## src/rtl/post_process.sv

```systemverilog
// Output-stage post-processing: accumulate POX psum lanes over N tiles, add bias, round-shift, ReLU, saturate.
// Latency: outputs registered one edge after the final tile; no backpressure, every post_out_valid strobe is consumed.
module post_process #(
  parameter int POX        = 4,
  parameter int ACC_W      = 32,
  parameter int DATA_W     = 16,
  parameter int TILE_CNT_W = 8
) (
  input  logic                    clk,
  input  logic                    rst_n,
  input  logic [POX*ACC_W-1:0]    pe_psum,
  input  logic                    pe_psum_valid,
  input  logic [TILE_CNT_W-1:0]   cfg_num_tiles,
  input  logic [3:0]              cfg_shift,
  input  logic                    cfg_relu_en,
  input  logic [DATA_W-1:0]       bias,
  input  logic                    clear,
  output logic [POX*DATA_W-1:0]   post_to_pooling,
  output logic                    post_out_valid,
  output logic                    busy
);

  localparam logic signed [ACC_W:0] SAT_MAX = {{(ACC_W-DATA_W+2){1'b0}}, {(DATA_W-1){1'b1}}};
  localparam logic signed [ACC_W:0] SAT_MIN = {{(ACC_W-DATA_W+2){1'b1}}, {(DATA_W-1){1'b0}}};

  logic [TILE_CNT_W-1:0]    tile_cnt_q, tile_cnt_d;
  logic                     fin_q, fin_d;
  logic signed [ACC_W-1:0]  acc_q [POX];
  logic signed [ACC_W-1:0]  acc_d [POX];
  logic [POX*DATA_W-1:0]    out_q, out_d;
  logic                     out_vld_q;

  logic [TILE_CNT_W-1:0]    last_tile;
  logic signed [ACC_W-1:0]  bias_ext;
  logic signed [ACC_W-1:0]  bias_sh;

  // Round-half-up arithmetic shift, optional ReLU, saturate to DATA_W.
  // One extra bit of headroom keeps the rounding add from wrapping.
  function automatic logic [DATA_W-1:0] post_lane(
    input logic signed [ACC_W-1:0] a,
    input logic [3:0]              sh,
    input logic                    relu
  );
    logic signed [ACC_W:0] x;
    logic signed [ACC_W:0] rnd;
    logic signed [ACC_W:0] r;
    x   = {a[ACC_W-1], a};
    rnd = '0;
    if (sh != 4'd0) begin
      rnd = (ACC_W+1)'(1) << (sh - 4'd1);
    end
    r = (x + rnd) >>> sh;
    if (relu && r[ACC_W]) begin
      r = '0;
    end
    if (r > SAT_MAX) begin
      r = SAT_MAX;
    end else if (r < SAT_MIN) begin
      r = SAT_MIN;
    end
    return r[DATA_W-1:0];
  endfunction

  // A tile count of zero is treated as a single-tile group.
  assign last_tile = (cfg_num_tiles == '0) ? '0 : cfg_num_tiles - 1'b1;
  assign bias_ext  = {{(ACC_W-DATA_W){bias[DATA_W-1]}}, bias};
  assign bias_sh   = bias_ext <<< cfg_shift;

  always_comb begin
    tile_cnt_d = tile_cnt_q;
    fin_d      = 1'b0;
    for (int i = 0; i < POX; i++) begin
      acc_d[i] = acc_q[i];
    end
    if (pe_psum_valid) begin
      for (int i = 0; i < POX; i++) begin
        if (tile_cnt_q == '0) begin
          acc_d[i] = $signed(pe_psum[i*ACC_W +: ACC_W]) + bias_sh;
        end else begin
          acc_d[i] = acc_q[i] + $signed(pe_psum[i*ACC_W +: ACC_W]);
        end
      end
      if (tile_cnt_q == last_tile) begin
        tile_cnt_d = '0;
        fin_d      = 1'b1;
      end else begin
        tile_cnt_d = tile_cnt_q + 1'b1;
      end
    end
  end

  // Stage 2 reads the previous acc, so a new group may start the edge after fin.
  always_comb begin
    out_d = out_q;
    if (fin_q) begin
      for (int i = 0; i < POX; i++) begin
        out_d[i*DATA_W +: DATA_W] = post_lane(acc_q[i], cfg_shift, cfg_relu_en);
      end
    end
  end

  always_ff @(posedge clk) begin
    if (!rst_n || clear) begin
      tile_cnt_q <= '0;
      fin_q      <= 1'b0;
      out_q      <= '0;
      out_vld_q  <= 1'b0;
      for (int i = 0; i < POX; i++) begin
        acc_q[i] <= '0;
      end
    end else begin
      tile_cnt_q <= tile_cnt_d;
      fin_q      <= fin_d;
      out_q      <= out_d;
      out_vld_q  <= fin_q;
      for (int i = 0; i < POX; i++) begin
        acc_q[i] <= acc_d[i];
      end
    end
  end

  assign post_to_pooling = out_q;
  assign post_out_valid  = out_vld_q;
  assign busy            = (tile_cnt_q != '0) || fin_q;

endmodule

```

## config.mk

```make
export PLATFORM = sky130hd
export DESIGN_NAME = post_process
export DESIGN_NICKNAME = d
export VERILOG_FILES = /design/src/rtl/post_process.sv
export SDC_FILE = /design/constraint.sdc
export NUM_CORES = 1
export LEC_CHECK = 0
export ABC_AREA = 0
export BUFFER_PORTS_ARGS = -buffer_cell sky130_fd_sc_hd__buf_2
export CORE_ASPECT_RATIO = 2
export CORE_MARGIN = 8
export CORE_UTILIZATION = 30
export DETAILED_ROUTE_END_ITERATION = 12
export PLACE_DENSITY = 0.44
export SLEW_MARGIN = 20
export SYNTH_ARGS = -nofsm -noshare
export SYNTH_HDL_FRONTEND = slang
export SYNTH_SLANG_ARGS = --single-unit
```

## constraint.sdc

```tcl
create_clock -name clk -period 8.1 [get_ports clk]
set_input_delay 0.405 -clock clk [delete_from_list [all_inputs] [get_ports clk]]
set_output_delay 0.405 -clock clk [all_outputs]
set_load 0.1 [all_outputs]
```

==> run summary <==
The run finished with clean final reports. Setup repair after global routing left no endpoint under its margin. The power dissipated by switching net loads was 0.00192 W; the via count was 30800. The total number of placement rows is 158.

The core occupancy in the finished layout is 0.333. For this design the static power due to leakage is 13.0 nW. After the first detailed-routing iteration, the DRC count stood at 2727. The arrival time at the worst endpoint is 6.98 ns. TritonCTS built the clock tree. During I/O placement, the number of pins put on the boundary was 227. The run gives 0 as the antenna violation net count after detailed routing.

The tool flagged a number of max-cap violations equal to 0. The maximum achievable frequency is 154 MHz, and the sequential cell fraction of total power is 0.269. The internal power summed over all cells is 0.00241 W. For the routed wire length, the log shows 144000 um.

Among all flip-flop cells after synthesis, the most frequent one is sky130_fd_sc_hd__dfxtp_1. The number of buffers added by the clock tree synthesis step is 26, and the number of detailed-route iterations in the first pass is 6. The remaining global-route overflow was 0. Endpoint class of the critical path: a flop. The worst setup path is launched from a primary input. The logs give 0.471 for the part of the total power dissipated in combinational logic and 0.0186 ns for the setup clock skew after layout. The fill cell total of the finished layout is 9959. The switching power as a share of total power is 0.444. The number of gates resized after cts is 0.

The hold violation total from the final report is 0. The share of synthesized area occupied by flip-flops and latches came out at 0.145. Across all setup checks in the final design, the least slack found is 1.60 ns. After routing the design area is 30700 um^2.

Compared with the post-synthesis result, the final layout area differs by 10.5%. The share of total power in the clock network was 0.261; the number of standard cells after synthesis was 3823. The final cycle utilization of the critical path works out to 0.802. The clock reaches the later pin of the worst-skew pair after 0.60 ns. The required time of the critical path was 8.58 ns; the register clock-pin slew on the reported worst setup and hold paths was 0.07 ns. The tools report the final number of max-transition violations as 0.

The region available for standard cell placement spans 92300 um^2. The starting density of the core came out at 0.301. The final number of setup-violating endpoints was 0. The via count of the first global-routing pass was 29500.

The tools report the beginning of the critical path as cfg_shift[0]. The clock passes through at most 3 buffers. The run gives 2.01 ns as the minimum setup slack among reg-to-reg paths. Measured in cells, the most critical reg-to-reg path has a length of 20. Counting every sink on the clock net gives 202. The mapped netlist covers 27800 um^2. The total track usage was 0.265. The tools report the global-route wire length before repair as 205000 um. The die extent in y works out to 447 um.

After detailed routing, the average wire length per cell comes to 28.3 um. Counting flops and latches in the post-synthesis netlist gives 202. Summing all placed instances gives a cell area of 29900 um^2. Hold timing on the final database bottoms out at a slack of 0.225 ns.

Library cell used as clock root buffer: sky130_fd_sc_hd__clkbuf_16. The number of nets in the finished design is 4201. In this run the most critical hold path is launched from pe_psum[64]. Prior to clock tree synthesis, the placed netlist has a worst setup slack of 1.18 ns. The die covers 103000 um^2. The number of enable-type register cells in the synthesized netlist came out at 0. The run gives 1 as the maximum level of the CTS H-tree. The worst hold path belongs to the class in2reg.

The run gives 0.951 as the last weighted congestion value of the routability-driven placer. The proportion of register bits with asynchronous set or reset after synthesis is 0. The average vias per placed instance is 6.05, and the cts-stage hold buffer count is 0. Adding up every negative setup slack in the final design gives 0 ns. In this run the mean area of a mapped cell was 7.27 um^2.

Classification of the worst setup path: in2reg. Input and output buffers added on the ports amount to 226. The clock period minus final worst setup slack came out at 6.50 ns. The die is 231 um wide. The maximum number of pins on one net before global-route repair is 86.

The proportion of layout cells with a drive suffix above 1 was 0.130; the hold path depth was 4. The number of antenna violations at the first check in global routing was 5. The post-synthesis cell type count is 117, and the largest fanout on the critical path is 55. Start of the worst register-to-register path: tile_cnt_q[2]. The power density normalized to cell area is 141 nW/um^2, and the count of buffers added by post-CTS timing repair for setup is 0. Measured slew at the worst slew-check pin: 1.12 ns. The tools report the worst vdd rail ir drop as 152 uV. The detailed-route DRC error count was 0; the count of synthesis-stage warnings from yosys was 0. For the sum of net half-perimeters after detailed placement, the log shows 113000 um. The tightest slew margin relative to the limit is 0.246.
[cell usage in the layout, fill, tap and decap left out, types with 18 or more instances in the layout]
| master | count |
|---|---|
| sky130_fd_sc_hd__mux2_2 | 36 |
| sky130_fd_sc_hd__a21oi_1 | 282 |
| sky130_fd_sc_hd__o21a_1 | 37 |
| sky130_fd_sc_hd__ha_1 | 167 |
| sky130_fd_sc_hd__and2_1 | 41 |
| sky130_fd_sc_hd__mux4_2 | 23 |
| sky130_fd_sc_hd__o21ai_0 | 196 |
| sky130_fd_sc_hd__nand2b_1 | 37 |
| sky130_fd_sc_hd__mux2i_1 | 204 |
| sky130_fd_sc_hd__dfxtp_1 | 202 |
| sky130_fd_sc_hd__a221oi_1 | 18 |
| sky130_fd_sc_hd__a211oi_1 | 69 |
| sky130_fd_sc_hd__nor2b_1 | 32 |
| sky130_fd_sc_hd__o22ai_1 | 29 |
| sky130_fd_sc_hd__nor4_1 | 21 |
| sky130_fd_sc_hd__nand2_1 | 390 |
| sky130_fd_sc_hd__o2111ai_1 | 23 |
| sky130_fd_sc_hd__buf_4 | 86 |
| sky130_fd_sc_hd__a221o_1 | 50 |
| sky130_fd_sc_hd__o21bai_1 | 23 |
| sky130_fd_sc_hd__a21o_1 | 123 |
| sky130_fd_sc_hd__inv_1 | 66 |
| sky130_fd_sc_hd__nand4_1 | 31 |
| sky130_fd_sc_hd__xor2_1 | 79 |
| sky130_fd_sc_hd__a31oi_1 | 36 |
| sky130_fd_sc_hd__a211o_1 | 19 |
| sky130_fd_sc_hd__xnor2_1 | 171 |
| sky130_fd_sc_hd__nor3_1 | 86 |
| sky130_fd_sc_hd__nand3_1 | 89 |
| sky130_fd_sc_hd__clkbuf_16 | 26 |
| sky130_fd_sc_hd__and3_1 | 53 |
| sky130_fd_sc_hd__o31ai_1 | 24 |
| sky130_fd_sc_hd__o211ai_1 | 66 |
| sky130_fd_sc_hd__nor2_1 | 442 |
| sky130_fd_sc_hd__or3_1 | 27 |
| sky130_fd_sc_hd__buf_2 | 221 |
| sky130_fd_sc_hd__or2_2 | 18 |
[cells by family (layout without fill, tap and decap cells)]
kind of cell,after synthesis,in the layout,share of synthesized area
simple gates,1342,1342,0.227
compound gates,1227,1227,0.309
xor+xnor,250,250,0.0787
other cells,1,10,0.000135
buf+inv,366,423,0.0547
fa+ha+maj,172,172,0.0784
mux,263,263,0.107
flops,202,202,0.145
[state kept, by name, summed over array words and instances (netlist names)]
| name | flops |
|---|---|
| tile_cnt_q | 8 |
| acc_q | 128 |
| fin_q | 1 |
| post_out_valid | 1 |
| post_to_pooling | 64 |
[layout make-up]
type | instances | area, um^2 | share of cell area
Antenna cell | 6 | 15.0 | 0.000489
Clock buffer | 33 | 687 | 0.0224
Clock inverter | 9 | 85.1 | 0.00277
Inverter | 71 | 273 | 0.00888
Multi-Input combinational cell | 3258 | 22300 | 0.727
Sequential cell | 202 | 4040 | 0.132
Tap cell | 1200 | 1500 | 0.0489
Timing Repair Buffer | 310 | 1790 | 0.0581
[routing by layer]
layer | share of wire | track usage | vias to the layer above
met5 | 0 | 0 | -
met4 | 0.080 | 0.180 | 0
met3 | 0.058 | 0.0346 | 343
met2 | 0.49 | 0.469 | 1316
met1 | 0.37 | 0.291 | 14800
li1 | - | - | 14300
[worst max-delay path, cell delays in order]
cell and delay, ns:
sky130_fd_sc_hd__buf_6 0.39, sky130_fd_sc_hd__buf_4 0.51, sky130_fd_sc_hd__nand2_1 0.23, sky130_fd_sc_hd__nor2_1 0.91, sky130_fd_sc_hd__ha_1 0.46, sky130_fd_sc_hd__a21o_1 0.19, sky130_fd_sc_hd__a21o_1 0.17, sky130_fd_sc_hd__or2_2 0.39
sky130_fd_sc_hd__o211ai_1 0.56, sky130_fd_sc_hd__nor2_1 0.11, sky130_fd_sc_hd__a311oi_2 0.59, sky130_fd_sc_hd__nor2_1 0.08, sky130_fd_sc_hd__a211oi_1 0.40, sky130_fd_sc_hd__o2111ai_1 0.17, sky130_fd_sc_hd__nor4_1 0.34, sky130_fd_sc_hd__a41oi_2 0.56
sky130_fd_sc_hd__o311ai_1 0.46
[cell usage after synthesis (all sizes together), types with 15 or more instances]
cell       n  area share
xor2      79       0.025
ha       167       0.075
mux4      23       0.019
a211oi    78       0.022
nand2b    38      0.0085
a31oi     37      0.0085
a211o     19      0.0060
o21ai    211       0.038
nand3     90       0.016
and3      53       0.012
xnor2    171       0.054
nor2b     34      0.0076
o21bai    23      0.0062
o21a      37       0.010
o2111ai   23      0.0072
buf       88       0.017
nor3      87       0.016
a21o     123       0.033
a221o     50       0.018
or2       21      0.0047
o211ai    77       0.023
a21oi    284       0.051
inv       70      0.0094
nor2     444       0.060
clkbuf   207       0.028
a32oi     15      0.0047
and2      41      0.0092
mux2i    204       0.073
o31ai     29      0.0090
or3       28      0.0065
nand2    391       0.053
nor4      23      0.0056
nand4     31      0.0070
o22ai     30      0.0070
mux2      36       0.015
a221oi    20      0.0067
dfxtp    202        0.15
[power groups by stage]
stage / clock network, W / registers [W] / logic (W)
global placement: 0 / 0.00118 / 0.00200
CTS: 0.00116 / 0.00116 / 0.00201
finish: 0.00113 / 0.00116 / 0.00204
global route: 0.00119 / 0.00116 / 0.00220
floorplan: 0 / 0.00109 / 0.00142
detailed placement: 0 / 0.00118 / 0.00200
[path summary, 6_finish.rpt]
kind / end
hold / removal: acc_q[2][0]
setup reg to reg: acc_q[1][30]
hold reg to reg: post_to_pooling[23]
setup / recovery: post_to_pooling[25]
[per-stage QoR]
stage,cells,total power (W)
after floorplan,3826,0.00251
after global placement,5041,0.00319
after detailed placement,5041,0.00318
after CTS,5083,0.00433
after global routing,5083,0.00456
final,5089,0.00433
No activity file was read; power rests on OpenSTA's default activity.
